### src/rtl/digitizer_gate_sequencer_if.sv
// -----------------------------------------------------------------------------
// digitizer_gate_sequencer_if
//
// Purpose: bundles the per-channel pulse, gate, count and status signals of
// the digitizer gate sequencer into one interface.
//
// Signals (all synchronous to the sequencer clock):
//   x         [NUM_CH]         input pulse train, one bit per channel
//   gate      [NUM_CH]         level-sensitive arm/load gate per channel
//   n_emit    [NUM_CH*CNT_W]   pulses to pass, channel c at [c*CNT_W +: CNT_W]
//   n_skip    [NUM_CH*CNT_W]   pulses to discard first, same packing
//   miss_clr  [1]              clears every missed-pulse counter
//   y         [NUM_CH]         gated pulse output
//   busy      [NUM_CH]         channel is not idle
//   done      [NUM_CH]         one-cycle pulse at the end of an emit window
//   missed    [NUM_CH*MISS_W]  saturating count of pulses seen while idle
//
// Modports: master drives the stimulus side (pulse distribution / control),
// slave is the sequencer itself.
// -----------------------------------------------------------------------------
interface digitizer_gate_sequencer_if #(
  parameter int NUM_CH = 4,
  parameter int CNT_W  = 32,
  parameter int MISS_W = 16
);
  logic [NUM_CH-1:0]        x;
  logic [NUM_CH-1:0]        gate;
  logic [NUM_CH*CNT_W-1:0]  n_emit;
  logic [NUM_CH*CNT_W-1:0]  n_skip;
  logic                     miss_clr;
  logic [NUM_CH-1:0]        y;
  logic [NUM_CH-1:0]        busy;
  logic [NUM_CH-1:0]        done;
  logic [NUM_CH*MISS_W-1:0] missed;

  modport master (
    output x, gate, n_emit, n_skip, miss_clr,
    input  y, busy, done, missed
  );

  modport slave (
    input  x, gate, n_emit, n_skip, miss_clr,
    output y, busy, done, missed
  );
endinterface

### src/rtl/digitizer_gate_sequencer.sv
// -----------------------------------------------------------------------------
// digitizer_gate_sequencer
//
// Purpose: NUM_CH independent gate sequencers between the laser pulse-train
// distribution and the digitizer trigger inputs. While a channel's gate is
// high it loads its skip/emit counts; after the gate falls it discards
// n_skip pulses, passes the next n_emit pulses to y, then pulses done and
// returns to idle. Pulses arriving while idle are counted in missed.
//
// Ports:
//   clk    system clock, every state change on the rising edge
//   reset  synchronous, active-high reset
//   bus    digitizer_gate_sequencer_if.slave (x, gate, n_emit, n_skip,
//          miss_clr in; y, busy, done, missed out)
//
// y is combinational from x and registered state (zero latency); busy, done
// and missed are registered.
// -----------------------------------------------------------------------------
module digitizer_gate_sequencer #(
  parameter int NUM_CH       = 4,
  parameter int CNT_W        = 32,
  parameter int MISS_W       = 16,
  parameter int PASS_IN_GATE = 1
) (
  input logic                       clk,
  input logic                       reset,
  digitizer_gate_sequencer_if.slave bus
);

  typedef enum logic [1:0] {
    ST_IDLE = 2'd0,
    ST_LOAD = 2'd1,
    ST_SKIP = 2'd2,
    ST_EMIT = 2'd3
  } state_t;

  localparam logic              PASS_BIT = (PASS_IN_GATE != 0);
  localparam logic [CNT_W-1:0]  CNT_ZERO = '0;
  localparam logic [CNT_W-1:0]  CNT_ONE  = CNT_W'(1);
  localparam logic [MISS_W-1:0] MISS_ONE = MISS_W'(1);
  localparam logic [MISS_W-1:0] MISS_MAX = '1;

  // Per-channel results gathered here, then packed onto the bus in one place.
  logic              y_ch      [NUM_CH];
  logic              busy_ch   [NUM_CH];
  logic              done_ch   [NUM_CH];
  logic [MISS_W-1:0] missed_ch [NUM_CH];

  genvar gi;
  generate
    for (gi = 0; gi < NUM_CH; gi++) begin : g_ch
      logic             x_c;
      logic             gate_c;
      logic [CNT_W-1:0] n_skip_c;
      logic [CNT_W-1:0] n_emit_c;

      state_t            state_q,  state_d;
      logic [CNT_W-1:0]  skip_q,   skip_d;
      logic [CNT_W-1:0]  emit_q,   emit_d;
      logic [MISS_W-1:0] missed_q, missed_d;
      logic              done_q,   done_d;
      logic              busy_q,   busy_d;

      // State the channel is effectively in this cycle. On the first
      // gate-low cycle LOAD resolves immediately to its exit state, so a
      // pulse arriving on that very cycle is already skipped/emitted/missed.
      state_t            eff_state;
      logic              exit_done;
      logic              y_c;

      assign x_c      = bus.x[gi];
      assign gate_c   = bus.gate[gi];
      assign n_skip_c = bus.n_skip[gi*CNT_W +: CNT_W];
      assign n_emit_c = bus.n_emit[gi*CNT_W +: CNT_W];

      always_comb begin
        state_d   = state_q;
        skip_d    = skip_q;
        emit_d    = emit_q;
        missed_d  = missed_q;
        done_d    = 1'b0;
        y_c       = 1'b0;
        exit_done = 1'b0;
        eff_state = state_q;

        if (state_q == ST_LOAD) begin
          if (skip_q != CNT_ZERO) begin
            eff_state = ST_SKIP;
          end else if (emit_q != CNT_ZERO) begin
            eff_state = ST_EMIT;
          end else begin
            // Empty window: finishes as soon as the gate falls.
            eff_state = ST_IDLE;
            exit_done = 1'b1;
          end
        end

        if (gate_c) begin
          // Gate wins over any pulse-driven transition and aborts an
          // in-flight window without done. A pulse coinciding with the
          // retrigger of an emitting channel still goes out.
          state_d = ST_LOAD;
          skip_d  = n_skip_c;
          emit_d  = n_emit_c;
          y_c     = x_c & (PASS_BIT | (state_q == ST_EMIT));
        end else begin
          state_d = eff_state;
          done_d  = exit_done;
          case (eff_state)
            ST_IDLE: begin
              if (x_c && (missed_q != MISS_MAX)) begin
                missed_d = missed_q + MISS_ONE;
              end
            end
            ST_SKIP: begin
              if (x_c) begin
                skip_d = skip_q - CNT_ONE;
                // The pulse that exhausts the skip count is swallowed.
                if (skip_q == CNT_ONE) begin
                  if (emit_q != CNT_ZERO) begin
                    state_d = ST_EMIT;
                  end else begin
                    state_d = ST_IDLE;
                    done_d  = 1'b1;
                  end
                end
              end
            end
            ST_EMIT: begin
              y_c = x_c;
              if (x_c) begin
                emit_d = emit_q - CNT_ONE;
                if (emit_q == CNT_ONE) begin
                  state_d = ST_IDLE;
                  done_d  = 1'b1;
                end
              end
            end
            default: begin
              state_d = ST_IDLE;
            end
          endcase
        end

        if (bus.miss_clr) begin
          missed_d = '0;
        end

        busy_d = (state_d != ST_IDLE);
      end

      always_ff @(posedge clk) begin
        if (reset) begin
          state_q  <= ST_IDLE;
          skip_q   <= '0;
          emit_q   <= '0;
          missed_q <= '0;
          done_q   <= 1'b0;
          busy_q   <= 1'b0;
        end else begin
          state_q  <= state_d;
          skip_q   <= skip_d;
          emit_q   <= emit_d;
          missed_q <= missed_d;
          done_q   <= done_d;
          busy_q   <= busy_d;
        end
      end

      assign y_ch[gi]      = y_c;
      assign busy_ch[gi]   = busy_q;
      assign done_ch[gi]   = done_q;
      assign missed_ch[gi] = missed_q;
    end
  endgenerate

  always_comb begin
    bus.y      = '0;
    bus.busy   = '0;
    bus.done   = '0;
    bus.missed = '0;
    for (int c = 0; c < NUM_CH; c++) begin
      bus.y[c]                        = y_ch[c];
      bus.busy[c]                     = busy_ch[c];
      bus.done[c]                     = done_ch[c];
      bus.missed[c*MISS_W +: MISS_W]  = missed_ch[c];
    end
  end

endmodule

### src/flat_wrapper.sv
// flat-port wrapper written by rule: the top's interface ports become plain ports
module digitizer_gate_sequencer_flat 
#(
  parameter int NUM_CH       = 4,
  parameter int CNT_W        = 32,
  parameter int MISS_W       = 16,
  parameter int PASS_IN_GATE = 1
)
  (clk, reset, bus_x, bus_gate, bus_n_emit, bus_n_skip, bus_miss_clr, bus_y, bus_busy, bus_done, bus_missed);
  digitizer_gate_sequencer_if #(.NUM_CH(NUM_CH), .CNT_W(CNT_W), .MISS_W(MISS_W)) bus_i ();
  input logic clk;
  input logic reset;
  input wire logic [$bits(bus_i.x)-1:0] bus_x;
  input wire logic [$bits(bus_i.gate)-1:0] bus_gate;
  input wire logic [$bits(bus_i.n_emit)-1:0] bus_n_emit;
  input wire logic [$bits(bus_i.n_skip)-1:0] bus_n_skip;
  input wire logic [$bits(bus_i.miss_clr)-1:0] bus_miss_clr;
  output wire logic [$bits(bus_i.y)-1:0] bus_y;
  output wire logic [$bits(bus_i.busy)-1:0] bus_busy;
  output wire logic [$bits(bus_i.done)-1:0] bus_done;
  output wire logic [$bits(bus_i.missed)-1:0] bus_missed;
  assign bus_i.x = bus_x;
  assign bus_i.gate = bus_gate;
  assign bus_i.n_emit = bus_n_emit;
  assign bus_i.n_skip = bus_n_skip;
  assign bus_i.miss_clr = bus_miss_clr;
  assign bus_y = bus_i.y;
  assign bus_busy = bus_i.busy;
  assign bus_done = bus_i.done;
  assign bus_missed = bus_i.missed;
  digitizer_gate_sequencer #(.NUM_CH(NUM_CH), .CNT_W(CNT_W), .MISS_W(MISS_W), .PASS_IN_GATE(PASS_IN_GATE)) u_core (.clk(clk), .reset(reset), .bus(bus_i));
endmodule
### config.mk
export PLATFORM = sky130hd
export DESIGN_NAME = digitizer_gate_sequencer_flat
export DESIGN_NICKNAME = d
export VERILOG_FILES = /design/src/rtl/digitizer_gate_sequencer_if.sv /design/src/rtl/digitizer_gate_sequencer.sv /design/src/flat_wrapper.sv
export SDC_FILE = /design/constraint.sdc
export NUM_CORES = 1
export LEC_CHECK = 0
export CAP_MARGIN = 40
export CORE_ASPECT_RATIO = 0.5
export CORE_MARGIN = 2
export CORE_UTILIZATION = 59
export CTS_BUF_LIST = sky130_fd_sc_hd__clkbuf_2 sky130_fd_sc_hd__clkbuf_4 sky130_fd_sc_hd__clkbuf_8
export CTS_CLUSTER_SIZE = 16
export DETAILED_ROUTE_END_ITERATION = 10
export PLACE_DENSITY = 0.89
export SLEW_MARGIN = 20
export SYNTH_ARGS = -nofsm -noshare
export SYNTH_HDL_FRONTEND = slang
export SYNTH_SLANG_ARGS = --single-unit
### constraint.sdc
create_clock -name clk -period 8.5 [get_ports clk]
set_input_delay 1.7 -clock clk [delete_from_list [all_inputs] [get_ports clk]]
set_output_delay 1.7 -clock clk [all_outputs]
set_load 0.02 [all_outputs]
==> results.ini <==
[synthesis]
yosys-top-cells-count = nor2_1 (347), dfxtp_1 (336), xnor2_1 (146)
synthFlopType = dfxtp_1
synth_nets = 2600
synth_top_area_cell = dfxtp_1
synthTopCellsByArea = dfxtp_1 (35%), nor2_1 (6.9%), xnor2_1 (6.7%)
synth_warnings = 0
syn_area_per_cell_um2 = 8.23
synth_cells = 2309
netlist.area_leader.share = 0.354
yosysUniqueCellTypes = 86
synth.most_common_cell = nor2_1
synth-seq-area-share = 0.354
synth-edff-count = 0
synth_seq_cells = 336
synthesis.area_mm2 = 0.0190
async_flop_share = 0

[global_route]
antenna_found_initial = 14
grtUsageTotal = 0.307
grt_pass1_vias = 17440
grt_pass1_wl_mm = 85.9
overflow = 0
grt_max_degree = 81

[final_layout]
final_cells = 3063
layout-drive-gt1-share = 0.0677
area_growth_pct = 24.9
layout.nets = 2868
final_area_mm2 = 0.0237

[sta]
worst_hold_slack_ps = 503
worst_slew_pin_slew_ps = 926
slew_violations = 0
min_period_over_period = 0.692
clock.fmax_mhz = 170
relSlewSlack = 0.377
fin_crit_ps = 5880
final_hold_viol_count = 0
tns_ps = 0
grt_setup_unrepaired = false
fin_skew_ps = 43.9
finalSetupViolCount = 0

[placement]
hpwl_mm = 38.2
dp_cells = 2958
io_buffers = 342
place_area_mm2 = 0.0226
place.gp.congestion = 0.919

[power_and_ir_drop]
ir_drop_v = 0.000129
finalPower_uw = 3900
power_density_mw_per_mm2 = 164
p_leak_uw = 0.00833

[setup_path]
crit_arrival_ps = 4180
crit_fanout = 18
cp.required_ps = 6800
crit_path_end_kind = output pin
critPathLaunchType = flop
crit_type = reg -> out

[die]
start_util = 0.599
std_cell_rows = 46
die_h_um = 131
core_area_mm2 = 0.0317
die_width_um = 258
io_pins = 343
die_area_mm2 = 0.0337

[cts]
clkTransAtPathRegs_ps = 70
cts.sinks = 336
cts_hold_buffers = 0
clock_path_buffers = 3
htreeDepth = 2
cts_tree = yes
insertion_delay_ps = 600
cts-root-buf = clkbuf_8
cts_resized = 0
cts_setup_buffers = 0
cts_buffers = 48

[detailed_routing]
dr.pass1.iters = 6
drt-initial-drc-count = 1870
routed_via_density = 6.08
drc = 0
wl_mm = 54.3
via_count = 18625
post_drt_wl_per_cell_um = 17.7
ant_nets = 0

[min_path]
hold_class = reg -> reg

[flow_run]
maxCapViolations = 0

[outcome]
outcome = completed

==> metrics by stage <==
step | setup WS (ps) | util
CTS | 2600 | 0.747
finish | 2620 | 0.748
global placement | 2890 | 0.707
floorplan | 3980 | -
global route | 2220 | 0.748
detailed placement | 2910 | 0.711
==> critical path: stages (launching register included) <==
cell	delay (ps)
dfxtp_1	330
inv_1	110
ha_1	320
nor4b_1	360
nand4_1	300
nor4_1	630
o31a_1	670
o21ai_0	270
clkdlybuf4s50_1	600
==> logic make-up after synthesis <==
| group | Yosys count | share of synthesized area |
|---|---|---|
| AOI/OAI and AO/OA | 399 | 0.151 |
| DFF | 336 | 0.354 |
| buffers and inverters | 182 | 0.0414 |
| xor gates and xnor gates | 270 | 0.124 |
| and+or+nand+nor | 1050 | 0.288 |
| adders and majority gates | 24 | 0.0158 |
| muxes | 48 | 0.0253 |
==> sequential cells by signal, indices dropped and copies added, names as in the netlist <==
signal                cells
u_core.g_ch.state_q       8
u_core.g_ch.missed_q     64
u_core.g_ch.skip_q      128
u_core.g_ch.emit_q      128
u_core.g_ch.busy_q        4
u_core.g_ch.done_q        4
==> layout make-up <==
cell class                 instances  area [µm²]
antenna                           15        37.5
multi-input combinational       1791       11500
tap                              432         541
inverter                          37         143
timing repair buffer             363        3670
clock buffer                      72         910
sequential                       336        6730
clock inverter                    17         215
fill                            2298        7990
==> layer usage <==
metal,global-route usage,vias to the layer above,wire [µm]
li1,-,8938,-
met3,0.0469,160,3290
met2,0.515,729,25800
met5,0,-,0
met4,0.166,0,2320
met1,0.388,8798,22900
==> layout by cell type, fill, tap and decap left out, types with 74 or more instances in the layout <==
cell | netlist | routed
nor2_1 | 347 | 347
nor3_1 | 92 | 92
xor2_1 | 124 | 124
dfxtp_1 | 336 | 336
xnor2_1 | 146 | 146
clkdlybuf4s50_1 | 0 | 341
nand3_1 | 74 | 74
a211oi_1 | 144 | 144
nor4_1 | 78 | 78
nand2_1 | 135 | 135
==> worst paths after layout <==
check                                                 from                                       end  slack, ps  depth (start not counted)
hold reg to reg   u_core.g_ch[3].missed_q[12]$_SDFFE_PP0P_  u_core.g_ch[3].missed_q[12]$_SDFFE_PP0P_        500                          2
hold / removal    u_core.g_ch[3].missed_q[12]$_SDFFE_PP0P_  u_core.g_ch[3].missed_q[12]$_SDFFE_PP0P_        500                          2
setup / recovery     u_core.g_ch[0].emit_q[0]$_SDFFE_PP0P_                                  bus_y[0]       2620                          8
setup reg to reg     u_core.g_ch[0].emit_q[0]$_SDFFE_PP0P_   u_core.g_ch[0].missed_q[6]$_SDFFE_PP0P_       4850                         10
==> power breakdown <==
group / total (µW) / switching, µW / internal, µW / leakage (µW)
clock: 1500 / 655 / 841 / 0.000594
combinational: 638 / 329 / 308 / 0.00497
sequential: 1760 / 98.5 / 1660 / 0.00277
total: 3900 / 1080 / 2810 / 0.00833
No activity file was read; power rests on OpenSTA's default activity.
